File: src/rtl/window_stack.sv
// LIFO of saved window-pointer values: push on call, pop on return drives
// the restored value and a one-cycle load strobe into the window pointer.
module window_stack #(
  parameter int WP_WIDTH = 3,
  parameter int DEPTH    = 8,
  parameter int SP_WIDTH = 3
) (
  input  logic                clk,
  input  logic                reset_n,
  input  logic [WP_WIDTH-1:0] wp_in,
  input  logic                push,
  input  logic                pop,
  input  logic                flush,
  output logic [WP_WIDTH-1:0] wp_out,
  output logic                wp_load,
  output logic [SP_WIDTH:0]   count,
  output logic                full,
  output logic                empty,
  output logic                overflow,
  output logic                underflow
);

  localparam logic [SP_WIDTH:0] L_DEPTH = (SP_WIDTH+1)'(DEPTH);

  logic [WP_WIDTH-1:0] r_mem [DEPTH];
  logic [SP_WIDTH:0]   r_count;
  logic [WP_WIDTH-1:0] r_wp_out;
  logic                r_wp_load;
  logic                r_overflow;
  logic                r_underflow;

  logic                w_full;
  logic                w_empty;
  logic                w_push_only;
  logic                w_pop_only;
  logic                w_both;
  logic [SP_WIDTH-1:0] w_wr_idx;
  logic [SP_WIDTH-1:0] w_rd_idx;

  assign w_full      = (r_count == L_DEPTH);
  assign w_empty     = (r_count == '0);
  assign w_push_only = push & ~pop & ~flush;
  assign w_pop_only  = pop & ~push & ~flush;
  assign w_both      = push & pop & ~flush;
  assign w_wr_idx    = r_count[SP_WIDTH-1:0];
  assign w_rd_idx    = w_wr_idx - SP_WIDTH'(1);

  // Storage carries no reset; only the occupancy count defines validity.
  always_ff @(negedge clk) begin
    if (reset_n && w_push_only && !w_full) begin
      r_mem[w_wr_idx] <= wp_in;
    end
  end

  always_ff @(negedge clk or negedge reset_n) begin
    if (!reset_n) begin
      r_count     <= '0;
      r_wp_out    <= '0;
      r_wp_load   <= 1'b0;
      r_overflow  <= 1'b0;
      r_underflow <= 1'b0;
    end else if (flush) begin
      r_count     <= '0;
      r_wp_load   <= 1'b0;
      r_overflow  <= 1'b0;
      r_underflow <= 1'b0;
    end else if (w_both) begin
      // A call returned immediately forwards wp_in; the stack is untouched.
      r_wp_out  <= wp_in;
      r_wp_load <= 1'b1;
    end else if (w_push_only) begin
      r_wp_load <= 1'b0;
      if (!w_full) begin
        r_count <= r_count + 1'b1;
      end else begin
        r_overflow <= 1'b1;
      end
    end else if (w_pop_only) begin
      if (!w_empty) begin
        r_wp_out  <= r_mem[w_rd_idx];
        r_count   <= r_count - 1'b1;
        r_wp_load <= 1'b1;
      end else begin
        r_wp_load   <= 1'b0;
        r_underflow <= 1'b1;
      end
    end else begin
      r_wp_load <= 1'b0;
    end
  end

  assign wp_out    = r_wp_out;
  assign wp_load   = r_wp_load;
  assign count     = r_count;
  assign full      = w_full;
  assign empty     = w_empty;
  assign overflow  = r_overflow;
  assign underflow = r_underflow;

endmodule

File: config.mk
export PLATFORM = sky130hd
export DESIGN_NAME = window_stack
export DESIGN_NICKNAME = d
export VERILOG_FILES = /design/src/rtl/window_stack.sv
export SDC_FILE = /design/constraint.sdc
export NUM_CORES = 1
export LEC_CHECK = 0
export ABC_CLOCK_PERIOD_IN_PS = 2100
export CAP_MARGIN = 15
export CORE_MARGIN = 3
export CORE_UTILIZATION = 54
export DETAILED_ROUTE_END_ITERATION = 7
export HOLD_SLACK_MARGIN = 0.03
export PLACE_DENSITY_LB_ADDON = 0.1
export SLEW_MARGIN = 30
export SYNTH_ARGS = -nofsm -noshare
export SYNTH_HDL_FRONTEND = slang
export SYNTH_SLANG_ARGS = --single-unit
File: constraint.sdc
create_clock -name clk -period 2.1 [get_ports clk]
set_input_delay 0.21 -clock clk [delete_from_list [all_inputs] [get_ports clk]]
set_output_delay 0.21 -clock clk [all_outputs]
set_load 0.03 [all_outputs]
Word-level counts from Yosys, hierarchy flattened
Memory sizes are Yosys's and may differ from the RTL's.
Cells that the tools add are included.
W data, S select, Z words.
{"block": "classes", "addsub": 3, "n_eq_ne": 7, "mux": 26, "n_bitwise": 9, "n_reduce_logical": 14}
{"operator": "$mux W4", "count": 6}
{"operator": "$mux W1", "count": 16}
{"operator": "$mux W3", "count": 4}
{"operator": "$reduce_and A4 Y1", "count": 3}
{"operator": "$reduce_bool A2 Y1", "count": 5}
{"operator": "$and A1 B1 Y1", "count": 6}
{"operator": "$add A4 B1 Y4 const B", "count": 1}
{"operator": "$eq A4 B4 Y1 const B", "count": 1}
{"operator": "$logic_not A4 Y1", "count": 1}
{"operator": "$ne A2 B1 Y1 const B", "count": 2}
{"operator": "$ne A2 B2 Y1 const B", "count": 2}
{"operator": "$sub A4 B1 Y4 const B", "count": 1}
{"operator": "$ne A3 B2 Y1 const B", "count": 1}
{"operator": "$ne A3 B3 Y1 const B", "count": 1}
{"operator": "$not A1 Y1", "count": 3}
{"operator": "$reduce_and A3 Y1", "count": 1}
{"operator": "$reduce_bool A3 Y1", "count": 1}
{"operator": "$sub A3 B1 Y3 const B", "count": 1}
{"operator": "$logic_and A1 B1 Y1", "count": 2}
{"operator": "$logic_not A1 Y1", "count": 1}
{"block": "totals", "register_bits": 10, "ram_bits": 24, "output_inout_bits": 12, "wordCells": 65, "mem_count": 1}
{"name": "r_mem", "depth": 8, "word_bits": 3, "read_ports": 1, "rd_clocked_by_memory_dff": 0, "write_ports": 1, "line_no": "25", "rtl": "logic [WP_WIDTH-1:0] r_mem [DEPTH];"}

Longest topological paths before layout
{"block": "logic_depth", "ltp_word": 7, "mapped_depth": 8, "mapped_depth_nobuf": 7}

==> impl_metrics.csv <==
group,metric,value,unit
outcome,status,"complete, but fails checks",
outcome,violations,"setup timing",
power,p_total,2.93,mW
clock_network,cts_tree,"built",
yosys,ys_seq_area_share,59.0,%
yosys,post-synth-top-count-cell,"edfxtp_1",
power,peakVddDrop,0.000863,V
critical_path,crit_required,1.89,ns
timing,report.final.slew_viol_count,0,
timing,tightest_slew,0.446,ns
place,gp_congestion,0.763,
critical_path,startpoint_type,"register",
drt,vias,1351,
die,core_area,2830,sq um
place,dp_cells,182,
yosys,async_reset_ff_share,29.4,%
timing,worst_slack,-0.518,ns
yosys,synth.distinct_cells,36,
layout,nets,212,
yosys,synth_seq_cells,34,
grt,grt_pass1_vias,1361,
run,cap_viol_max_count,0,
yosys,synth.top_cell.area_share,43.8,%
grt,overflow,0,
timing,setup_violations,40,
clock_network,insertion_delay,0.42,ns
grt,grt_pass1_wl,6.56,mm
critical_path,critPathMaxFanout,3,
power,powerDensity,1150,nW/um^2
hold_path,hp-class,"reg -> reg",
place,placed_cell_area,2100,sq um
yosys,syn_area_per_cell,14.8,sq um
power,power.leakage,1.10,nW
critical_path,cp.arrival,2.41,ns
timing,finalHoldViolations,0,
clock_network,root_buffer,"clkbuf_4",
grt,grt_max_degree,13,
layout,fillCellCount,108,
critical_path,setup.worst_path.class,"reg -> out",
drt,drc_errors,0,
drt,final_antenna_net_count,0,
timing,setup_tns,-9.33,ns
yosys,netlist_area,1650,sq um
timing,rsz0062_at_grt,"true",
yosys,synth_edf_count,24,
clock_network,cts_buffer_depth,2,
grt,grtUsageTotal,25.8,%
timing,finClkSkew,0.0823,ns
timing,hold_slack,0.548,ns
layout,instances_no_fill,232,
die,start_util,58.2,%
place,io_buffer_count,19,
yosys,synth_top_area_cell,"edfxtp_1",
layout,layout.cell_area.non_filler,2550,sq um
die,die_w,61.2,microns
die,ios,20,
drt,drtPass1Iterations,4,
yosys,yosys_warnings,0,
clock_network,hold_buffers,0,
drt,viasPerCell,5.82,
layout,n_antenna_cell,0,
yosys,synthTopCellsByArea,"edfxtp_1, dfrtn_1, mux4_2",
clock_network,cts.sinks,34,
timing,slew-limit-headroom,70.2,%
critical_path,end_kind,"output pin",
drt,wl_per_cell,21.3,microns
yosys,netlist_instances,111,
layout,drive_above_1_share,51.7,%
drt,drt_wl_total,4.95,mm
yosys,synth_commonest_cells,"edfxtp_1, nor2_1, dfrtn_1",
die,dieArea,3750,sq um
place,hpwlAfterDp,2.63,mm
clock_network,clkTransAtPathRegs,0.09,ns
grt,antenna_found_initial,0,
layout,syn_to_final_growth,54.8,%
die,placementRows,19,
clock_network,numCtsBuffers,5,
drt,drt_iter0_markers,93,
die,die_y,61.2,microns
clock_network,h-tree-depth,2,
yosys,synth.net_count,123,
yosys,ys.flop_type,"edfxtp_1",
## metal layers
metal | vias up | share of wire, % | GRT usage [%]
met1 | 675 | 38 | 29.0
met3 | 17 | 5.2 | 6.71
met5 | - | 0 | 0
met2 | 59 | 53 | 44.0
met4 | 0 | 3.8 | 15.5
li1 | 600 | - | -
## timing repair
action                     in CTS  in global routing
setup endpoints to repair      43                 39
buffers inserted               14                  6
gates resized for setup        38                  9
pin swaps                      13                 12
## flip-flops by register name, indices dropped and copies added (netlist names)
name / cells
wp_load: 1
underflow: 1
r_mem: 24
count: 4
overflow: 1
wp_out: 3
## cell families (layout without fill, tap and decap cells)
kind of cell / after synthesis / count (layout) / synth area share [%]
XOR/XNOR: 3 / 3 / 1.60
multiplexers: 9 / 9 / 10.0
adder cells (fa/ha/maj): 4 / 4 / 3.50
buffers and inverters: 11 / 101 / 4.10
AO/OA/AOI/OAI: 15 / 15 / 7.52
AND/OR/NAND/NOR: 35 / 35 / 14.3
flip-flops: 34 / 34 / 59.0
## final timing paths
check                           startpoint        end  slack (ns)  cells past startpoint
worst max-delay path              count[1]      empty       -0.52                      4
worst min-delay path             wp_out[1]  wp_out[1]        0.55                      2
worst max register to register    count[1]   count[3]        0.17                      9
worst min register to register   wp_out[1]  wp_out[1]        0.55                      2
max in group asynchronous          reset_n  underflow        0.58                      2
min in group asynchronous          reset_n   count[3]        1.34                      2
## power breakdown
part	internal, mW	leakage (nW)	switching, mW
combinational	0.740	0.594	0.743
sequential	0.791	0.346	0.0644
clock	0.200	0.165	0.393
## area by class of cell
cell class / instances / area [sq um] / share of cell area, %
Clock buffer: 5 / 37.5 / 1.47
Clock inverter: 27 / 116 / 4.57
Inverter: 6 / 32.5 / 1.28
Multi-Input combinational cell: 66 / 769 / 30.2
Sequential cell: 34 / 971 / 38.1
Tap cell: 31 / 38.8 / 1.52
Timing Repair Buffer: 63 / 583 / 22.9
## cell usage in the layout, fill, tap and decap left out, types with 4 or more instances in the layout
| master | instances |
|---|---|
| dfrtn_1 | 10 |
| nand2b_1 | 8 |
| mux4_2 | 6 |
| nor2_1 | 5 |
| clkdlybuf4s50_1 | 4 |
| buf_6 | 18 |
| nor2_4 | 6 |
| clkbuf_4 | 5 |
| buf_4 | 38 |
| inv_1 | 26 |
| edfxtp_1 | 24 |
## through the flow
step / setup WS (ns) / utilization [%]
4_1_cts: -0.511 / 87.3
3_5_place_dp: -1.19 / 74.3
2_1_floorplan: -0.677 / -
6_report: -0.518 / 90.1
3_3_place_gp: -1.11 / 74.3
5_1_grt: -0.584 / 90.1
## critical path: stages, from the launching register on
cell	delay, ns
dfrtn_1	0.39
inv_2	0.09
ha_4	0.16
nor3b_4	0.21
buf_6	0.16
(Power assumes the default switching activity.)
